### src/rtl/npu_axi_lite_regfile.sv
// AXI4-Lite control/status register file for the NPU: independent AW/W capture,
// WSTRB-aware register updates, start/clear pulses, W1C interrupt status and level irq.
module npu_axi_lite_regfile #(
  parameter int          AXI_ADDR_WIDTH = 12,
  parameter int          AXI_DATA_WIDTH = 32,
  parameter int          NUM_ARRAYS     = 4,
  parameter int          PES_PER_ARRAY  = 4,
  parameter logic [31:0] VERSION        = 32'h0002_0000
) (
  input  logic                                        clk,
  input  logic                                        rst,
  input  logic [AXI_ADDR_WIDTH-1:0]                   s_axi_awaddr,
  input  logic                                        s_axi_awvalid,
  output logic                                        s_axi_awready,
  input  logic [AXI_DATA_WIDTH-1:0]                   s_axi_wdata,
  input  logic [AXI_DATA_WIDTH/8-1:0]                 s_axi_wstrb,
  input  logic                                        s_axi_wvalid,
  output logic                                        s_axi_wready,
  output logic [1:0]                                  s_axi_bresp,
  output logic                                        s_axi_bvalid,
  input  logic                                        s_axi_bready,
  input  logic [AXI_ADDR_WIDTH-1:0]                   s_axi_araddr,
  input  logic                                        s_axi_arvalid,
  output logic                                        s_axi_arready,
  output logic [AXI_DATA_WIDTH-1:0]                   s_axi_rdata,
  output logic [1:0]                                  s_axi_rresp,
  output logic                                        s_axi_rvalid,
  input  logic                                        s_axi_rready,
  output logic                                        ctrl_start,
  output logic                                        ctrl_clear,
  output logic [NUM_ARRAYS-1:0]                       cluster_enable,
  output logic [NUM_ARRAYS-1:0][PES_PER_ARRAY-1:0]    pe_enable,
  output logic [31:0]                                 config_reg,
  output logic                                        irq,
  input  logic                                        status_busy,
  input  logic                                        status_done,
  input  logic                                        status_error
);

  localparam int DW = AXI_DATA_WIDTH;
  localparam int WA = AXI_ADDR_WIDTH - 2;
  localparam logic [1:0] RESP_OKAY   = 2'b00;
  localparam logic [1:0] RESP_SLVERR = 2'b10;

  localparam logic [WA-1:0] W_CTRL    = WA'(0);
  localparam logic [WA-1:0] W_STATUS  = WA'(1);
  localparam logic [WA-1:0] W_IRQ     = WA'(2);
  localparam logic [WA-1:0] W_CLUSTER = WA'(3);
  localparam logic [WA-1:0] W_CONFIG  = WA'(4);
  localparam logic [WA-1:0] W_VERSION = WA'(5);
  localparam logic [WA-1:0] W_PE_BASE = WA'(64);

  // Handshake rule: a beat transfers on the rising edge where valid && ready are both 1;
  // valid is never dropped by this slave until its ready partner accepts it.

  logic               aw_held, w_held;
  logic [WA-1:0]      aw_addr_q;
  logic [DW-1:0]      w_data_q;
  logic [DW/8-1:0]    w_strb_q;
  logic               irq_en;
  logic [2:0]         irq_status;
  logic               done_d, err_d;

  logic               commit;
  logic [DW-1:0]      wmask;
  logic               wr_ok, wr_ctrl, wr_irq, wr_cluster, wr_config;
  logic [NUM_ARRAYS-1:0] wr_pe;
  logic [2:0]         irq_set, irq_clr;
  logic               ctrl_wr_lane0;

  logic [WA-1:0]      rd_word;
  logic [DW-1:0]      rd_data;
  logic               rd_err;

  // Byte-offset bits [1:0] are deliberately ignored by the decoder.
  logic unused_addr_bits;
  assign unused_addr_bits = ^{s_axi_awaddr[1:0], s_axi_araddr[1:0]};

  assign s_axi_awready = !rst && !aw_held;
  assign s_axi_wready  = !rst && !w_held;
  assign s_axi_arready = !rst && !s_axi_rvalid;
  assign commit        = aw_held && w_held && !s_axi_bvalid;
  assign irq           = irq_en && (|irq_status);
  assign ctrl_wr_lane0 = commit && wr_ctrl && w_strb_q[0];

  always_comb begin
    wmask = '0;
    for (int k = 0; k < DW/8; k++) wmask[8*k +: 8] = {8{w_strb_q[k]}};
  end

  always_comb begin
    wr_ok      = 1'b1;
    wr_ctrl    = 1'b0;
    wr_irq     = 1'b0;
    wr_cluster = 1'b0;
    wr_config  = 1'b0;
    wr_pe      = '0;
    case (aw_addr_q)
      W_CTRL:              wr_ctrl    = 1'b1;
      W_STATUS, W_VERSION: wr_ok      = 1'b1;
      W_IRQ:               wr_irq     = 1'b1;
      W_CLUSTER:           wr_cluster = 1'b1;
      W_CONFIG:            wr_config  = 1'b1;
      default: begin
        wr_ok = 1'b0;
        for (int i = 0; i < NUM_ARRAYS; i++) begin
          if (aw_addr_q == W_PE_BASE + WA'(i)) begin
            wr_pe[i] = 1'b1;
            wr_ok    = 1'b1;
          end
        end
      end
    endcase
  end

  // New events win over a W1C landing on the same edge.
  always_comb begin
    irq_set = {ctrl_wr_lane0 && w_data_q[0] && status_busy,
               status_error && !err_d,
               status_done && !done_d};
    irq_clr = (commit && wr_irq) ? (w_data_q[2:0] & wmask[2:0]) : 3'b000;
  end

  always_ff @(posedge clk or posedge rst) begin
    if (rst) begin
      aw_held        <= 1'b0;
      w_held         <= 1'b0;
      aw_addr_q      <= '0;
      w_data_q       <= '0;
      w_strb_q       <= '0;
      s_axi_bvalid   <= 1'b0;
      s_axi_bresp    <= RESP_OKAY;
      ctrl_start     <= 1'b0;
      ctrl_clear     <= 1'b0;
      irq_en         <= 1'b0;
      irq_status     <= 3'b000;
      done_d         <= 1'b0;
      err_d          <= 1'b0;
      cluster_enable <= '0;
      config_reg     <= '0;
      pe_enable      <= '1;
    end else begin
      done_d     <= status_done;
      err_d      <= status_error;
      irq_status <= (irq_status & ~irq_clr) | irq_set;
      ctrl_start <= 1'b0;
      ctrl_clear <= 1'b0;
      if (s_axi_awvalid && s_axi_awready) begin
        aw_held   <= 1'b1;
        aw_addr_q <= s_axi_awaddr[AXI_ADDR_WIDTH-1:2];
      end
      if (s_axi_wvalid && s_axi_wready) begin
        w_held   <= 1'b1;
        w_data_q <= s_axi_wdata;
        w_strb_q <= s_axi_wstrb;
      end
      if (commit) begin
        aw_held      <= 1'b0;
        w_held       <= 1'b0;
        s_axi_bvalid <= 1'b1;
        s_axi_bresp  <= wr_ok ? RESP_OKAY : RESP_SLVERR;
        if (ctrl_wr_lane0) begin
          irq_en     <= w_data_q[2];
          ctrl_start <= w_data_q[0] && !status_busy;
          ctrl_clear <= w_data_q[1];
        end
        if (wr_cluster)
          cluster_enable <= (cluster_enable & ~wmask[NUM_ARRAYS-1:0]) |
                            (w_data_q[NUM_ARRAYS-1:0] & wmask[NUM_ARRAYS-1:0]);
        if (wr_config)
          config_reg <= (config_reg & ~wmask[31:0]) | (w_data_q[31:0] & wmask[31:0]);
        for (int i = 0; i < NUM_ARRAYS; i++) begin
          if (wr_pe[i])
            pe_enable[i] <= (pe_enable[i] & ~wmask[PES_PER_ARRAY-1:0]) |
                            (w_data_q[PES_PER_ARRAY-1:0] & wmask[PES_PER_ARRAY-1:0]);
        end
      end else if (s_axi_bvalid && s_axi_bready) begin
        s_axi_bvalid <= 1'b0;
      end
    end
  end

  assign rd_word = s_axi_araddr[AXI_ADDR_WIDTH-1:2];

  always_comb begin
    rd_data = '0;
    rd_err  = 1'b0;
    case (rd_word)
      W_CTRL:    rd_data = DW'({irq_en, 2'b00});
      W_STATUS:  rd_data = DW'({status_error, status_done, status_busy});
      W_IRQ:     rd_data = DW'(irq_status);
      W_CLUSTER: rd_data = DW'(cluster_enable);
      W_CONFIG:  rd_data = DW'(config_reg);
      W_VERSION: rd_data = DW'(VERSION);
      default: begin
        rd_err = 1'b1;
        for (int i = 0; i < NUM_ARRAYS; i++) begin
          if (rd_word == W_PE_BASE + WA'(i)) begin
            rd_data = DW'(pe_enable[i]);
            rd_err  = 1'b0;
          end
        end
      end
    endcase
  end

  always_ff @(posedge clk or posedge rst) begin
    if (rst) begin
      s_axi_rvalid <= 1'b0;
      s_axi_rdata  <= '0;
      s_axi_rresp  <= RESP_OKAY;
    end else if (s_axi_arvalid && s_axi_arready) begin
      s_axi_rvalid <= 1'b1;
      s_axi_rdata  <= rd_data;
      s_axi_rresp  <= rd_err ? RESP_SLVERR : RESP_OKAY;
    end else if (s_axi_rvalid && s_axi_rready) begin
      s_axi_rvalid <= 1'b0;
    end
  end

endmodule

### config.mk
export PLATFORM = sky130hd
export DESIGN_NAME = npu_axi_lite_regfile
export DESIGN_NICKNAME = d
export VERILOG_FILES = /design/src/rtl/npu_axi_lite_regfile.sv
export SDC_FILE = /design/constraint.sdc
export NUM_CORES = 1
export LEC_CHECK = 0
export BUFFER_PORTS_ARGS = -buffer_cell sky130_fd_sc_hd__clkbuf_2
export CORE_MARGIN = 3
export CORE_UTILIZATION = 25
export CTS_BUF_LIST = sky130_fd_sc_hd__clkbuf_8
export DETAILED_ROUTE_END_ITERATION = 8
export GPL_TIMING_DRIVEN = 0
export PLACE_DENSITY = 0.48
export SYNTH_ARGS = -nofsm -noshare
export SYNTH_HDL_FRONTEND = slang
export SYNTH_SLANG_ARGS = --single-unit
### constraint.sdc
create_clock -name clk -period 6.3 [get_ports clk]
set_clock_uncertainty 0.15 [all_clocks]
set_input_delay 0.63 -clock clk [delete_from_list [all_inputs] [get_ports clk]]
set_output_delay 0.63 -clock clk [all_outputs]
set_load 0.1 [all_outputs]
Word-level counts from Yosys, hierarchy flattened
Cells that the tools add are included.
{ "totals": {"register_bits": 146, "latch_bits": 0, "mem_bits_rw": 0, "mem_bits_ro": 0, "in_bits": 70, "output_inout_bits": 96, "word_cells": 141, "n_memories": 0} }
{ "classes": {"add_sub_neg": 0, "multipliers": 0, "n_div": 0, "magnitude_cmp": 0, "eq_ne": 18, "shift": 0, "n_mux": 38, "bitwise_logic": 20, "reduce_logical": 43} }
{ "ops": {"columns": ["op", "n"], "rows": [
  ["32-bit one-hot mux with 6 select lines", 1],
  ["32-bit 2-to-1 mux", 3],
  ["10-bit by 7-bit equality test with 1-bit output, second input constant", 8],
  ["32-bit bitwise AND", 2],
  ["10-bit by 2-bit equality test with 1-bit output, second input constant", 4],
  ["10-bit by 3-bit equality test with 1-bit output, second input constant", 4],
  ["32-bit NOT", 1],
  ["32-bit bitwise OR", 1],
  ["1-bit 2-to-1 mux", 29],
  ["4-bit bitwise AND", 6],
  ["10-bit by 1-bit equality test with 1-bit output, second input constant", 2],
  ["10-bit logical NOT", 2],
  ["4-bit bitwise OR", 5],
  ["1-bit logical AND", 19],
  ["2-bit AND reduction", 7],
  ["6-bit OR reduction", 2],
  ["1-bit logical NOT", 8],
  ["4-bit 2-to-1 mux", 2],
  ["2-bit nonzero test", 4],
  ["3-bit bitwise AND", 2],
  ["2-bit 2-to-1 mux", 2],
  ["4-bit NOT", 1],
  ["3-bit 2-to-1 mux", 1],
  ["3-bit NOT", 1],
  ["other kinds (2)", 2]
]} }

Logic depth before layout (Yosys ltp)
{ "logic_depth": {"ltp_word": 7, "mapped_depth": 6, "ltp_nobuf": 4} }

Least setup slack after synthesis
Ideal clock, no wire load.
{ "synth_timing": {"kind": "input to register", "startpoint": "input port rst", "endpoint": "register w_data_q[10]", "setup_ns": 0.125, "t_arrival_ns": 2.914, "required_time_ns": 6.025, "path_slack_ns": 3.111, "cell_stages": 5, "n_path_buf": 2, "cell_sequence": "nor2_1 -> and2_1 -> buf_2 -> buf_2 -> mux2_2"} }
{ "synth_via": {"elab_chain_cells": 3} }
{ "synth_rtl": {"columns": ["item", "line", "text"], "rows": [
  ["start: declaration", "11", "input logic rst,"],
  ["1-bit logical NOT (no line)", null, null],
  ["1-bit logical AND", "80", "assign s_axi_wready = !rst && !w_held;"],
  ["1-bit logical AND", "152", "if (s_axi_wvalid && s_axi_wready) begin"],
  ["end signal: assignment", "154", "w_data_q <= s_axi_wdata;"],
  ["end: declaration", "58", "logic [DW-1:0] w_data_q;"]
]} }
Every way passes these cells.
A chain may end at the register's enable or synchronous reset.

Worst setup path in the final report
{ "layout_timing": {"startpoint": "register w_held", "endpoint": "output port s_axi_wready"} }
{ "layout_via": {"elab_chain_cells": 2} }
{ "layout_rtl": {"columns": ["item", "line", "text"], "rows": [
  ["start: declaration", "56", "logic aw_held, w_held;"],
  ["start signal: assignment", "127", "w_held <= 1'b0;"],
  ["start signal: assignment", "153", "w_held <= 1'b1;"],
  ["start signal: assignment", "159", "w_held <= 1'b0;"],
  ["1-bit logical NOT", "80", null],
  ["1-bit logical AND", "80", null],
  ["end: declaration", "18", "output logic s_axi_wready,"]
]} }
Every way passes these cells.

==> impl_metrics.yaml <==
status:
  status: "finished, final reports clean"
worst_hold_path:
  min_path_type: "input pin to flip-flop"
  min_path_cells: 1
synth:
  synth_ff_type: "dfrtp_1"
  synthArstFlopShare_pct: 100
  seq_area_frac_synth_pct: 59.3
  synthCells: 405
  synth_top_area_share_pct: 52.5
  synth_area_leaders: "dfrtp_1, mux2_2, mux2_4, dfstp_2, a22o_1"
  synth-seq-cells: 144
  yosysWarningCount: 0
  synth_area_um2: 6110
  postSynthAreaPerCell_um2: 15.1
  yosysTopAreaCell: "dfrtp_1"
  synth_cell_types: 53
  synth_edf_count: 0
clock_network:
  insertion_delay_ns: 0.44
  cts_sinks: 144
  cts_setup_buffers: 0
  htree_levels: 4
  numCtsBuffers: 17
  cts_tree: "built"
  max-clock-path-buffers: 2
  cts_resized: 0
  clk_pin_slew_worst_paths_ns: 0.07
  cts_root_buf: "clkbuf_8"
  holdBufCountCts: 0
power_and_ir_drop:
  total_power_mw: 2.47
  p_leak_nw: 3.79
  power_frac_clock_pct: 26.2
  pwr-share-comb_pct: 23.2
  pwr-share-seq_pct: 50.6
  pwr_density_cell_nw_per_um2: 323
  peakVddDrop_mv: 0.137
  p_sw_mw: 0.859
  switching_share_pct: 34.8
  internal_power_mw: 1.61
global_route:
  grt_pass1_wl_um: 25800
  grt_usage_pct: 12.8
  grt_max_degree: 76
  grtUsageMet2_pct: 20.6
  grt_use_met3_pct: 2.78
  antenna_found_initial: 1
  overflow: 0
  met1_usage_pct: 17.3
  first_global_vias: 4370
  grt.busiest_layer: "met2"
detailed_routing:
  vias: 3986
  viasPerCell: 4.36
  postRouteWirelength_um: 16400
  drt_iter0_markers: 223
  routedWlPerCell_um: 17.9
  ant_nets: 0
  drt-pass1-iter-count: 4
  drc: 0
floorplanning:
  dieArea_um2: 26300
  num_rows: 56
  coreArea_um2: 23800
  num_io_pins: 166
  die-width_um: 162
  die_h_um: 162
  floorplan.initialDensity_pct: 25.7
placement:
  dp.cells: 883
  io_buffers: 157
  dpl-instance-area_um2: 7330
  dp_hpwl_um: 12100
  routabilityCongestion: 0.734
critical_path:
  path_max_fanout: 4
  end_kind: "output pin"
  slowest_stage: "clkbuf_2"
  critPathRequiredTime_ns: 5.52
  path_class: "flip-flop to output pin"
  rr_worst_depth: 5
  critPathBufInv: 1
  cpPeakStageDelay_ns: 0.50
  cp.depth: 2
  path_cells: "nor2_1, clkbuf_2"
  critPathArrivalTime_ns: 1.58
  cp-start-kind: "flip-flop"
  critPathTopFamily: "buffers and inverters"
timing:
  period_share_pct: 37.5
  hold_slack_ns: 0.202
  hold_viol_final: 0
  slew_headroom_pct: 55.7
  fin_tns_setup_ns: 0
  rsz0062_at_grt: "no"
  drv_slew: 0
  setup_violations: 0
  fmax_mhz: 423
  min_period_ns: 2.36
  worstMarginPinSlew_ns: 0.665
cells_and_area:
  nFillCells: 2430
  stdcell_area_um2: 7660
  multiInputGateArea_um2: 2320
  area_delta_synth_final_pct: 25.4
  antennaDiodeCount: 0
  fin_nets: 653
  drive_gt1_share_pct: 56.0
  fin_cells: 915
  seq_area_um2: 3620
flow_run:
  cap_violations: 0
## per-stage QoR
stage	utilization, %	worst slack, ns
after CTS	32.2	3.89
after floorplan	-	1.68
after detailed placement	30.8	3.72
after global placement	30.7	-0.230
after global routing	32.2	3.84
final	32.2	3.94
## path summary, 6_finish.rpt
path | end | slack [ns] | start
max | s_axi_wready | 3.94 | w_held
min | err_d | 0.20 | status_error
max reg2reg | w_data_q[1] | 4.19 | w_held
min reg2reg | s_axi_rresp[1] | 0.33 | s_axi_rresp[1]
max in group asynchronous | s_axi_rdata[20] | 4.91 | rst
min in group asynchronous | aw_held | 0.24 | rst
## synthesized netlist by cell type, types with 2 or more instances
master / number
o21ai_0: 10
and4b_1: 3
nor4b_1: 3
and3b_1: 2
or3_1: 3
nand3b_1: 2
mux2_4: 40
o22ai_1: 2
clkbuf_1: 9
buf_8: 2
nand2_1: 11
dfstp_2: 16
buf_6: 2
mux4_2: 2
buf_4: 3
inv_1: 6
mux2i_1: 6
nand3_4: 4
nor3_1: 3
nor2b_1: 4
mux2_2: 59
buf_2: 7
nor4_4: 2
dfrtp_1: 128
nor2_1: 13
and2_1: 3
a311oi_1: 2
o211ai_1: 2
a22o_1: 29
a21oi_1: 2
nand4_1: 3
## layout by cell type (no fill, tap or decap), types with 3 or more instances in the layout
cell type / n
clkbuf_2: 157
dfrtp_1: 128
mux2_2: 59
mux2_4: 40
a22o_1: 29
clkbuf_8: 19
dfstp_2: 16
nor2_1: 13
nand2_1: 11
o21ai_0: 10
clkbuf_1: 9
inv_1: 8
buf_2: 7
mux2i_1: 6
clkinv_2: 5
nand3_4: 4
nor2b_1: 4
inv_4: 4
buf_4: 3
and4b_1: 3
nor4b_1: 3
nor3_1: 3
or3_1: 3
nand4_1: 3
and2_1: 3
## final cells by class
type                       count  area share, %
sequential                   144           47.3
clock buffer                  19           3.41
inverter                       6          0.359
tap                          319           5.21
multi-input combinational    233           30.3
buffer                        23           1.88
clock inverter                13          0.915
timing repair buffer         158           10.6
## power by group through the flow
stage | combinational (mW) | sequential [mW] | clock (mW)
after global placement | 0.568 | 1.26 | 0
after global routing | 0.617 | 1.28 | 0.722
after floorplan | 0.340 | 1.35 | 0
final | 0.573 | 1.25 | 0.649
after detailed placement | 0.582 | 1.27 | 0
after CTS | 0.583 | 1.25 | 0.680
## layer usage
metal	part of all wire [%]	wire length, um
met2	49	7960
met5	0.079	13
met4	1.2	201
met3	3.5	569
met1	47	7620
## kinds of logic (layout without fill, tap and decap cells)
kind of cell           count (synthesis)  in the layout  synth area share, %
AOI/OAI and AO/OA                     54             54                 6.80
buffers and inverters                 29            219                 2.73
DFF                                  144            144                 59.3
muxes                                107            107                 22.4
other                                  1              2               0.0614
and+or+nand+nor                       70             70                 8.63
## worst register-to-register path, delay by kind of cell (launching register included)
family / cells / cell delay [ns]
simple gates: 2 / 0.40
flops: 1 / 0.43
mux: 1 / 0.38
buf+inv: 2 / 0.64
Note: power is estimated with default switching activity, not from simulation.
